<file path="config.mk">
export PLATFORM = sky130hd
export DESIGN_NAME = instruction_loader_flat
export DESIGN_NICKNAME = d
export VERILOG_FILES = /design/src/rtl/instruction_loader_if.sv /design/src/rtl/instruction_loader.sv /design/src/flat_wrapper.sv
export SDC_FILE = /design/constraint.sdc
export NUM_CORES = 1
export LEC_CHECK = 0
export CAP_MARGIN = 25
export CELL_PAD_IN_SITES_DETAIL_PLACEMENT = 0
export CELL_PAD_IN_SITES_GLOBAL_PLACEMENT = 2
export CORE_MARGIN = 10
export CORE_UTILIZATION = 34
export DETAILED_ROUTE_END_ITERATION = 12
export PLACE_DENSITY = 0.91
export SYNTH_ARGS = -nofsm -noshare
export SYNTH_HDL_FRONTEND = slang
export SYNTH_SLANG_ARGS = --single-unit
</file>
<file path="constraint.sdc">
create_clock -name clk -period 8.2 [get_ports clk]
set_input_delay 1.64 -clock clk [delete_from_list [all_inputs] [get_ports clk]]
set_output_delay 1.64 -clock clk [all_outputs]
set_load 0.01 [all_outputs]
</file>
<file path="src/rtl/instruction_loader_if.sv">
// Byte-stream input, instruction-memory write port and status of the instruction loader.
interface instruction_loader_if #(
    parameter int DATA_WIDTH = 4,
    parameter int ADDR_WIDTH = 8
);
    logic                  start;
    logic [7:0]            in_data;
    logic                  in_valid;
    logic                  in_ready;
    logic [ADDR_WIDTH-1:0] mem_addr;
    logic [DATA_WIDTH-1:0] mem_data;
    logic                  mem_we;
    logic                  busy;
    logic                  done;
    logic                  error;
    logic [ADDR_WIDTH-1:0] prog_len;

    modport master (
        output start, in_data, in_valid,
        input  in_ready, mem_addr, mem_data, mem_we, busy, done, error, prog_len
    );

    modport slave (
        input  start, in_data, in_valid,
        output in_ready, mem_addr, mem_data, mem_we, busy, done, error, prog_len
    );
endinterface

</file>
<file path="src/rtl/instruction_loader.sv">
// Translates ASCII BF program text into opcodes and writes them into the instruction store,
// terminating with HALT and checking bracket balance and capacity.
module instruction_loader #(
    parameter int DATA_WIDTH  = 4,
    parameter int ADDR_WIDTH  = 8,
    parameter int DEPTH_WIDTH = 8
) (
    input logic                clk,
    input logic                reset,
    instruction_loader_if.slave bus
);
    typedef enum logic [1:0] {IDLE, LOAD, DONE, ERROR} state_t;

    localparam logic [ADDR_WIDTH-1:0]  LAST_ADDR = '1;
    localparam logic [DEPTH_WIDTH-1:0] DEPTH_MAX = '1;

    state_t                 state;
    logic [ADDR_WIDTH-1:0]  wr_ptr;
    logic [DEPTH_WIDTH-1:0] depth;
    logic                   in_ready_r;
    logic                   busy_r;
    logic                   done_r;
    logic                   error_r;
    logic                   mem_we_r;
    logic [ADDR_WIDTH-1:0]  mem_addr_r;
    logic [DATA_WIDTH-1:0]  mem_data_r;

    logic is_term;
    logic is_cmd;
    logic fault;

    function automatic logic is_bf(input logic [7:0] c);
        return (c == "+") || (c == "-") || (c == ">") || (c == "<") ||
               (c == "[") || (c == "]") || (c == ".") || (c == ",");
    endfunction

    // HALT (0) for the terminator and any non-command byte.
    function automatic logic [3:0] bf_opcode(input logic [7:0] c);
        case (c)
            "+":     return 4'd1;
            "-":     return 4'd2;
            ">":     return 4'd3;
            "<":     return 4'd4;
            "[":     return 4'd5;
            "]":     return 4'd6;
            ".":     return 4'd7;
            ",":     return 4'd8;
            default: return 4'd0;
        endcase
    endfunction

    // The last address is kept free so HALT always fits.
    always_comb begin
        is_term = (bus.in_data == 8'h00);
        is_cmd  = is_bf(bus.in_data);
        fault   = 1'b0;
        if (is_term) begin
            fault = (depth != '0);
        end else if (is_cmd) begin
            fault = (wr_ptr == LAST_ADDR) ||
                    ((bus.in_data == "[") && (depth == DEPTH_MAX)) ||
                    ((bus.in_data == "]") && (depth == '0));
        end
    end

    always_ff @(posedge clk) begin
        if (reset) begin
            state      <= IDLE;
            wr_ptr     <= '0;
            depth      <= '0;
            in_ready_r <= 1'b0;
            busy_r     <= 1'b0;
            done_r     <= 1'b0;
            error_r    <= 1'b0;
            mem_we_r   <= 1'b0;
            mem_addr_r <= '0;
            mem_data_r <= '0;
        end else begin
            mem_we_r <= 1'b0;
            case (state)
                IDLE, DONE, ERROR: begin
                    if (bus.start) begin
                        state      <= LOAD;
                        wr_ptr     <= '0;
                        depth      <= '0;
                        done_r     <= 1'b0;
                        error_r    <= 1'b0;
                        in_ready_r <= 1'b1;
                        busy_r     <= 1'b1;
                    end
                end
                LOAD: begin
                    if (bus.in_valid && (is_term || is_cmd)) begin
                        if (fault) begin
                            state      <= ERROR;
                            error_r    <= 1'b1;
                            in_ready_r <= 1'b0;
                            busy_r     <= 1'b0;
                        end else begin
                            mem_we_r   <= 1'b1;
                            mem_addr_r <= wr_ptr;
                            mem_data_r <= DATA_WIDTH'(bf_opcode(bus.in_data));
                            if (is_term) begin
                                state      <= DONE;
                                done_r     <= 1'b1;
                                in_ready_r <= 1'b0;
                                busy_r     <= 1'b0;
                            end else begin
                                wr_ptr <= wr_ptr + 1'b1;
                                if (bus.in_data == "[") depth <= depth + 1'b1;
                                if (bus.in_data == "]") depth <= depth - 1'b1;
                            end
                        end
                    end
                end
                default: state <= IDLE;
            endcase
        end
    end

    assign bus.in_ready = in_ready_r;
    assign bus.busy     = busy_r;
    assign bus.done     = done_r;
    assign bus.error    = error_r;
    assign bus.mem_we   = mem_we_r;
    assign bus.mem_addr = mem_addr_r;
    assign bus.mem_data = mem_data_r;
    assign bus.prog_len = wr_ptr;
endmodule
</file>
<file path="src/flat_wrapper.sv">
// flat-port wrapper written by rule: the top's interface ports become plain ports
module instruction_loader_flat 
#(
    parameter int DATA_WIDTH  = 4,
    parameter int ADDR_WIDTH  = 8,
    parameter int DEPTH_WIDTH = 8
)
  (clk, reset, bus_start, bus_in_data, bus_in_valid, bus_in_ready, bus_mem_addr, bus_mem_data, bus_mem_we, bus_busy, bus_done, bus_error, bus_prog_len);
  instruction_loader_if #(.DATA_WIDTH(DATA_WIDTH), .ADDR_WIDTH(ADDR_WIDTH)) bus_i ();
  input logic clk;
  input logic reset;
  input wire logic [$bits(bus_i.start)-1:0] bus_start;
  input wire logic [$bits(bus_i.in_data)-1:0] bus_in_data;
  input wire logic [$bits(bus_i.in_valid)-1:0] bus_in_valid;
  output wire logic [$bits(bus_i.in_ready)-1:0] bus_in_ready;
  output wire logic [$bits(bus_i.mem_addr)-1:0] bus_mem_addr;
  output wire logic [$bits(bus_i.mem_data)-1:0] bus_mem_data;
  output wire logic [$bits(bus_i.mem_we)-1:0] bus_mem_we;
  output wire logic [$bits(bus_i.busy)-1:0] bus_busy;
  output wire logic [$bits(bus_i.done)-1:0] bus_done;
  output wire logic [$bits(bus_i.error)-1:0] bus_error;
  output wire logic [$bits(bus_i.prog_len)-1:0] bus_prog_len;
  assign bus_i.start = bus_start;
  assign bus_i.in_data = bus_in_data;
  assign bus_i.in_valid = bus_in_valid;
  assign bus_in_ready = bus_i.in_ready;
  assign bus_mem_addr = bus_i.mem_addr;
  assign bus_mem_data = bus_i.mem_data;
  assign bus_mem_we = bus_i.mem_we;
  assign bus_busy = bus_i.busy;
  assign bus_done = bus_i.done;
  assign bus_error = bus_i.error;
  assign bus_prog_len = bus_i.prog_len;
  instruction_loader #(.DATA_WIDTH(DATA_WIDTH), .ADDR_WIDTH(ADDR_WIDTH), .DEPTH_WIDTH(DEPTH_WIDTH)) u_core (.clk(clk), .reset(reset), .bus(bus_i));
endmodule
</file>
Word-level counts from Yosys, hierarchy flattened
Index checks and enable logic that the tools add are counted.
{ "classes": {"addsub": 3, "n_eq_ne": 21, "n_mux": 33, "bitwise": 3, "n_reduce_logical": 25} }
{ "op_table": {"columns": ["op", "n"], "rows": [
  ["$mux 8", 9],
  ["$eq 8x6->1 const B", 6],
  ["$pmux 4 s8", 1],
  ["$pmux 8 s2", 2],
  ["$add 8x1->8 const B", 2],
  ["$eq 8x7->1 const B", 2],
  ["$eq 8x8->1 const B", 2],
  ["$logic_not 8->1", 2],
  ["$mux 1", 13],
  ["$logic_or 1x1->1", 10],
  ["$reduce_and 3->1", 3],
  ["$mux 2", 4],
  ["$reduce_and 4->1", 2],
  ["$reduce_bool 8->1", 1],
  ["$sub 8x1->8 const B", 1],
  ["$ne 2x1->1 const B", 3],
  ["$ne 2x2->1 const B", 3],
  ["$ne 3x1->1 const B", 2],
  ["$pmux 1 s2", 3],
  ["$reduce_or 3->1", 2],
  ["$reduce_and 5->1", 1],
  ["$eq 2x2->1 const B", 2],
  ["$pmux 2 s2", 1],
  ["$logic_and 1x1->1", 3],
  ["other kinds (3)", 5]
]} }
{ "word_totals": {"regBits": 34, "inputBits": 12, "output_inout_bits": 25} }

Logic depth before layout (Yosys ltp)
Gate-level depths: netlist of the first run.
{ "depth": {"word_depth": 13, "depth_mapped": 11, "depth_no_buf": 10} }

Least setup slack after synthesis of the first run
OpenSTA, ideal clock, no wires.
{ "synth_path": {"kind": "input-to-reg", "startpoint": "input port bus_in_data[4]", "endpoint": "register u_core.depth[7]", "arrival_time_ns": 3.960, "t_required_ns": 8.126, "slack_ns": 4.166, "path_stages": 11, "path_cell_list": "buf_6 -> and4b_4 -> nand4b_1 -> inv_1 -> ha_1 -> a21oi_1 -> o211ai_1 -> o41ai_1 -> xnor2_1 -> or4b_1 -> a31oi_1"} }
{ "synth_via": {"elab_chain_len": 12, "word_cells_on_any_way": 34} }
{ "synth_lines": {"columns": ["item", "line", "text"], "rows": [
  ["from (decl)", "flat_wrapper.sv:13", "input wire logic [$bits(bus_i.in_data)-1:0] bus_in_data;"],
  ["$eq 8x6->1", "instruction_loader.sv:33", "return (c == \"+\") || (c == \"-\") || (c == \">\") || (c == \"<\") ||"],
  ["$logic_or 1x1->1 (5 in series)", "instruction_loader.sv:33", null],
  ["$logic_or 1x1->1 (2 in series)", "instruction_loader.sv:34", "(c == \"[\") || (c == \"]\") || (c == \".\") || (c == \",\");"],
  ["$mux 1 / $logic_or 1x1->1 (equally long branches)", "instruction_loader.sv:59, instruction_loader.sv:93", null],
  ["$mux 1 / $logic_and 1x1->1 (equally long branches)", "instruction_loader.sv:57, instruction_loader.sv:93", null],
  ["$ne 2x2->1 (no line) / $ne 2x1->1 (equally long branches)", null, null],
  ["$reduce_and 5->1 (no line)", null, null],
  ["to (signal assigned)", "instruction_loader.sv:111", "if (bus.in_data == \"]\") depth <= depth - 1'b1;"],
  ["to (decl)", "instruction_loader.sv:19", "logic [DEPTH_WIDTH-1:0] depth;"]
]} }
Several ways; a longest one is shown, not always the timed one. The select of a mux whose other input is x is not followed.
A chain may end at the register's enable or synchronous reset.

Worst setup path in the final report of the first run
{ "layout_path": {"startpoint": "input port bus_in_data[3]", "endpoint": "register u_core.depth[7]"} }
The elaborated chain is that of the path after synthesis.

==> impl_metrics.yaml, run 1 <==
clocking:
  cts.sinks: 34
  cts_root_buffer: "clkbuf_8"
  clk_latency_ns: 0.29
  htree_levels: 2
  path_clk_slew_ns: 0.07
  post_cts_buffers: 0
  cts_buffers: 5
  cts_resized: 0
  clock_path_buffers: 2
  ctsHoldBuffers: 0
  cts_tree: "done"
global_routing:
  grt_pass1_vias: 1811
  grt_overflow: 0
  track_usage_pct: 10.4
  antenna_found_initial: 0
  grt_pass1_wl_microns: 8710
  grt_max_degree: 32
timing:
  period_share_pct: 57.7
  rsz0062_at_grt: "false"
  tns_ns: 0
  worst_pin_slew_ns: 0.635
  min_period_ns: 4.73
  setup_viol: 0
  slew_headroom_pct: 57.5
  hold_viol: 0
  postLayoutSetupSlackWorst_ns: 3.47
  fin_skew_ns: 0.00658
  slew_viol_final: 0
  max_freq_mhz: 211
synth:
  async_flop_share_pct: 0
  netlist.top_cell.by_area: "dfxtp_1"
  synth_flop_cell: "dfxtp_1"
  syn_nets: 268
  ys_types: 62
  synthMostInstantiatedCell: "dfxtp_1"
  synthTopCellsByArea: "dfxtp_1 32%, mux2i_1 4.8%, nand2_1 4.6%"
  yosysSeqAreaShare_pct: 32.3
  synth.avg_cell_area_sq_um: 8.49
  synth_cells: 248
  synth_top_area_share_pct: 32.3
  synth_edf_count: 0
  yosys_warnings: 0
  yosys_register_bits: 34
  synthTopCellsByCount: "34 x dfxtp_1, 26 x nand2_1, 18 x nor2_1"
  synth_area_sq_um: 2100
power_and_ir_drop:
  ir_drop_v: 0.0000724
  p_leak_nw: 0.962
  p_per_area_nw_per_um2: 129
place:
  port_buffers: 36
  gp_congestion: 0.810
  hpwl_microns: 3850
  dp_slack_ns: 3.20
hold_path:
  min_path_type: "flop to flop"
floorplanning:
  fp-row-count: 28
  die_area_sq_um: 9740
  initial_core_util_pct: 35.3
  io_pins: 37
  die_y_microns: 98.7
  core_sq_um: 5960
  die-width_microns: 98.7
cells_and_area:
  diodes: 0
  drive_gt1_share_pct: 7.12
  n_fill_cell: 615
  multi_input_area_sq_um: 1310
  fin_nets: 300
  syn_to_final_growth_pct: 22.6
  ff_latch_area_sq_um: 681
routing:
  viasPerCell: 5.30
  post-route-drc-count: 0
  postRouteAntennaNets: 0
  first_iter_violations: 80
  avgRoutedWirePerCell_microns: 14.2
  first_pass_iters: 4
  vias: 1888
  routed_wirelength_microns: 5060
setup_path:
  criticalPathCategory: "primary input to flop"
  cp_cell_sequence: "clkdlybuf4s50_1 > nor2b_1 > nand4b_1 > inv_1 > ha_1 > a21oi_1 > o211ai_1 > o41ai_1 > xnor2_1 > or4b_1 > a31oi_1"
  cp-start-kind: "primary input"
  arrival_ns: 4.95
  crit_required_ns: 8.42
  critPathMaxStageDelay_ns: 0.49
  end_kind: "flop"
  critPathSlowestCell: "clkdlybuf4s50_1"
  crit_path_max_fanout: 8
status:
  outcome: "finished clean"
job:
  maxCapViolCount: 0
## power breakdown
part	leakage, nW	internal, W	switching [W]
Combinational	0.640	0.0000135	0.0000194
Clock	0.0472	0.0000675	0.0000638
Sequential	0.274	0.000166	0.00000115
## routing by layer
| metal | share of wire, % | routed length (microns) | track usage, % |
|---|---|---|---|
| met3 | 4.9 | 246 | 3.00 |
| met5 | 0 | 0 | 0 |
| met4 | 1.5 | 76 | 3.31 |
| met2 | 47 | 2350 | 17.1 |
| met1 | 47 | 2380 | 12.7 |
## area by class of cell
class                      count  area share (%)
clock buffer                   6            3.20
sequential                    34            26.4
clock inverter                 2           0.485
tap                           75            3.64
timing repair buffer          37            14.3
multi-input combinational    193            50.7
inverter                       9            1.31
## cells by family (layout without fill, tap and decap cells)
family | count (synthesis) | count (layout) | share of synthesized area, %
adder cells (fa/ha/maj) | 8 | 8 | 5.11
buffers and inverters | 21 | 54 | 5.47
multiplexers | 10 | 10 | 4.76
flip-flops | 34 | 34 | 32.3
AO/OA/AOI/OAI | 59 | 59 | 20.3
XOR/XNOR | 5 | 5 | 2.44
AND/OR/NAND/NOR | 111 | 111 | 29.5
## worst paths after layout
path	end	depth (start not counted)	start	slack, ns
setup / recovery	u_core.depth[7]	11	bus_in_data[3]	3.47
hold / removal	u_core.bus.error	2	u_core.bus.error	0.44
setup reg to reg	u_core.bus.mem_addr[0]	7	u_core.bus.prog_len[0]	5.92
hold reg to reg	u_core.bus.error	2	u_core.bus.error	0.44
## placed cells by master, fill, tap and decap left out, types with 2 or more instances in the layout
master | synthesis | layout
a21boi_1 | 2 | 2
a21o_1 | 3 | 3
a21oi_1 | 14 | 14
a31oi_1 | 2 | 2
and2_1 | 3 | 3
and3b_1 | 2 | 2
clkbuf_8 | 0 | 6
clkdlybuf4s50_1 | 0 | 36
dfxtp_1 | 34 | 34
ha_1 | 7 | 7
inv_1 | 9 | 9
mux2i_1 | 10 | 10
nand2_1 | 26 | 26
nand2b_1 | 2 | 2
nand3_1 | 11 | 11
nand4_1 | 3 | 3
nand4b_1 | 3 | 3
nor2_1 | 18 | 18
nor2b_1 | 5 | 5
nor3_1 | 5 | 5
nor3b_1 | 3 | 3
nor4_1 | 4 | 4
o211ai_1 | 3 | 3
o21ai_0 | 9 | 9
o21ai_1 | 3 | 3
o311ai_1 | 3 | 3
o41ai_1 | 5 | 5
or3_1 | 11 | 11
or4b_1 | 2 | 2
xnor2_1 | 4 | 4
## per-stage QoR
step | area, sq um | util, % | std cells | power [W] | hold WS (ns)
4_1_cts | 2580 | 43.3 | 356 | 0.000336 | 0.446
3_5_place_dp | 2480 | 41.7 | 348 | 0.000204 | 0.436
5_1_grt | 2580 | 43.3 | 356 | 0.000347 | 0.485
2_1_floorplan | 2100 | - | 248 | 0.000193 | 0.462
3_3_place_gp | 2480 | 41.7 | 348 | 0.000204 | 0.434
6_report | 2580 | 43.3 | 356 | 0.000332 | 0.441
## worst max-delay path, delay by kind of cell
kind | cells | cell delay [ns]
and+or+nand+nor | 3 | 1.18
adders and majority gates | 1 | 0.29
xor gates and xnor gates | 1 | 0.18
buffers and inverters | 2 | 0.78
AOI/OAI and AO/OA | 4 | 0.88
## state kept, by name, indices dropped and copies added, names as in the netlist, 2 cells and up
register / count
u_core.bus.mem_addr: 8
u_core.bus.mem_data: 4
u_core.bus.prog_len: 8
u_core.depth: 8
u_core.state: 2
(Power assumes the default switching activity.)
==> run 2: changes to the inputs <==
--- a/config.mk
+++ b/config.mk
@@ -9,9 +9,9 @@
 export CELL_PAD_IN_SITES_DETAIL_PLACEMENT = 0
 export CELL_PAD_IN_SITES_GLOBAL_PLACEMENT = 2
 export CORE_MARGIN = 10
-export CORE_UTILIZATION = 34
+export CORE_UTILIZATION = 31
 export DETAILED_ROUTE_END_ITERATION = 12
-export PLACE_DENSITY = 0.91
+export PLACE_DENSITY = 0.85
 export SYNTH_ARGS = -nofsm -noshare
 export SYNTH_HDL_FRONTEND = slang
 export SYNTH_SLANG_ARGS = --single-unit
==> constraint.sdc (replaced) <==
create_clock -name clk -period 4.6 [get_ports clk]
set_input_delay 0.92 -clock clk [delete_from_list [all_inputs] [get_ports clk]]
set_output_delay 0.92 -clock clk [all_outputs]
set_load 0.01 [all_outputs]
==> run 2 against run 1 <==
Power rose by 93%. Clock skew fell by 0.0012 ns. Routed wire length grew 2.7%. Cell count increased by 0.84%. First-iteration DRC count up 16%. Global-route usage shrank 0.37 points. Die area rose by 7.7%. Highest routed layer unchanged.
==> impl_metrics.yaml, run 2 (same netlist as run 1, synthesis figures left out) <==
cells_and_area:
  final_cell_area_sq_um: 2620
  syn_to_final_growth_pct: 24.3
  mostFrequentLayoutCell: "clkdlybuf4s50_1"
  ff_latch_area_sq_um: 681
  fin_nets: 302
  multi_input_area_sq_um: 1310
  n_fill_cell: 652
  diodes: 0
  final_cell_mix: "36 x clkdlybuf4s50_1, 34 x dfxtp_1, 26 x nand2_1"
  drive_gt1_share_pct: 7.45
clocking:
  cts_tree: "done"
  cts_resized: 0
  post_cts_buffers: 0
  path_clk_slew_ns: 0.07
  cts.sinks: 34
  htree_levels: 2
  clk_latency_ns: 0.28
  ctsHoldBuffers: 0
  clock_path_buffers: 2
  cts_root_buffer: "clkbuf_8"
  cts_buffers: 5
place:
  dp_slack_ns: 0.341
  place_area_sq_um: 2500
  hpwl_microns: 4000
  gp_congestion: 0.813
  port_buffers: 36
power_and_ir_drop:
  p_total_w: 0.000639
  p_per_area_nw_per_um2: 244
  netSwitchingFraction_pct: 22.5
  ir_drop_v: 0.0000919
  pwr-share-comb_pct: 9.4
  pwr-share-clk_pct: 43.8
  p_int_w: 0.000495
  pwr-share-seq_pct: 46.7
  p_leak_nw: 0.982
  power.switching_w: 0.000144
routing:
  routed_wirelength_microns: 5190
  postRouteAntennaNets: 0
  avgRoutedWirePerCell_microns: 14.5
  viasPerCell: 5.21
  met2RoutedLength_microns: 2430
  first_iter_violations: 93
  post-route-drc-count: 0
  route.met3.wl_microns: 200
  vias: 1872
  first_pass_iters: 4
  met1Wirelength_microns: 2500
  topRoutingLayerUsed: "met4"
floorplanning:
  die_area_sq_um: 10500
  fp-row-count: 29
  core_sq_um: 6460
  die-width_microns: 102
  initial_core_util_pct: 32.6
  io_pins: 37
  die_y_microns: 102
timing:
  postLayoutSetupSlackWorst_ns: 0.615
  hold_ws_ns: 0.450
  min_period_ns: 3.98
  tns_ns: 0
  slew_viol_final: 0
  hold_viol: 0
  max_freq_mhz: 251
  fin_skew_ns: 0.00539
  setup_viol: 0
  period_share_pct: 86.6
  rsz0062_at_grt: "false"
  slew_headroom_pct: 57.2
  worst_pin_slew_ns: 0.639
setup_path:
  cpLargestDelayFamily: "simple AND/OR/NAND/NOR gates"
  worst-path-buf-inv: 2
  critPathSlowestCell: "clkdlybuf4s50_1"
  end_kind: "flop"
  criticalPathCategory: "primary input to flop"
  crit_required_ns: 4.81
  crit_path_max_fanout: 10
  cp-start-kind: "primary input"
  arrival_ns: 4.20
  cp_cell_sequence: "clkdlybuf4s50_1 > and4b_4 > nand4b_1 > inv_1 > ha_1 > a21oi_1 > o211ai_1 > o41ai_1 > xnor2_1 > or4b_1 > a31oi_1"
  critPathMaxStageDelay_ns: 0.65
global_routing:
  grt_overflow: 0
  track_usage_pct: 10.0
  antenna_found_initial: 0
  grt_pass1_vias: 1836
  grt_pass1_wl_microns: 8660
  grt_max_degree: 31
status:
  outcome: "finished clean"
job:
  maxCapViolCount: 0
hold_path:
  min_path_type: "flop to flop"
run 2: routing by layer:
metal / GRT usage, % / vias to the layer above
li1: - / 985
met3: 1.96 / 4
met1: 12.2 / 861
met5: 0 / -
met2: 17.1 / 22
met4: 3.58 / 0
run 2: worst reg2reg max path, delay by kind of cell (launching register included):
family | cells | cell delay [ns]
AOI/OAI and AO/OA | 2 | 0.71
and+or+nand+nor | 3 | 0.55
DFF | 1 | 0.42
muxes | 1 | 0.28
adders and majority gates | 1 | 0.24
run 2: final cells by class:
| class | count | share of cell area (%) |
|---|---|---|
| inverters | 9 | 1.29 |
| multi-input cells | 193 | 50.0 |
| well taps | 77 | 3.68 |
| flip-flops and latches | 34 | 26.0 |
| clock buffers | 6 | 3.16 |
| repair buffers | 39 | 14.6 |
| clock inverters | 1 | 1.15 |
run 2: worst paths after layout:
| path | start | endpoint | slack (ns) | cells after the start |
|---|---|---|---|---|
| min | u_core.bus.error | u_core.bus.error | 0.45 | 2 |
| max reg2reg | u_core.bus.prog_len[0] | u_core.bus.mem_addr[1] | 2.28 | 7 |
| min reg2reg | u_core.bus.error | u_core.bus.error | 0.45 | 2 |
| max | bus_in_data[4] | u_core.depth[7] | 0.62 | 11 |
run 2: power groups by stage:
| stage | Clock, W | Sequential [W] | Combinational [W] |
|---|---|---|---|
| 2_1_floorplan | 0 | 0.000305 | 0.0000395 |
| 5_1_grt | 0.000300 | 0.000299 | 0.0000667 |
| 6_report | 0.000280 | 0.000298 | 0.0000603 |
| 3_5_place_dp | 0 | 0.000305 | 0.0000609 |
| 4_1_cts | 0.000291 | 0.000298 | 0.0000609 |
| 3_3_place_gp | 0 | 0.000305 | 0.0000607 |
run 2: per-stage QoR:
step                      utilization, %  std cells
after floorplan                        -        248
after global placement              38.7        352
final                               40.5        359
after global routing                40.5        359
after CTS                           40.5        359
after detailed placement            38.7        352
==> run 3: changes to the inputs <==
--- a/config.mk
+++ b/config.mk
@@ -11,6 +11,7 @@
 export CORE_MARGIN = 10
 export CORE_UTILIZATION = 31
 export DETAILED_ROUTE_END_ITERATION = 12
+export HOLD_SLACK_MARGIN = 0.1
 export PLACE_DENSITY = 0.85
 export SYNTH_ARGS = -nofsm -noshare
 export SYNTH_HDL_FRONTEND = slang
==> results of run 3 <==
The final DEF is identical to that of run 2; final timing and power are the same.
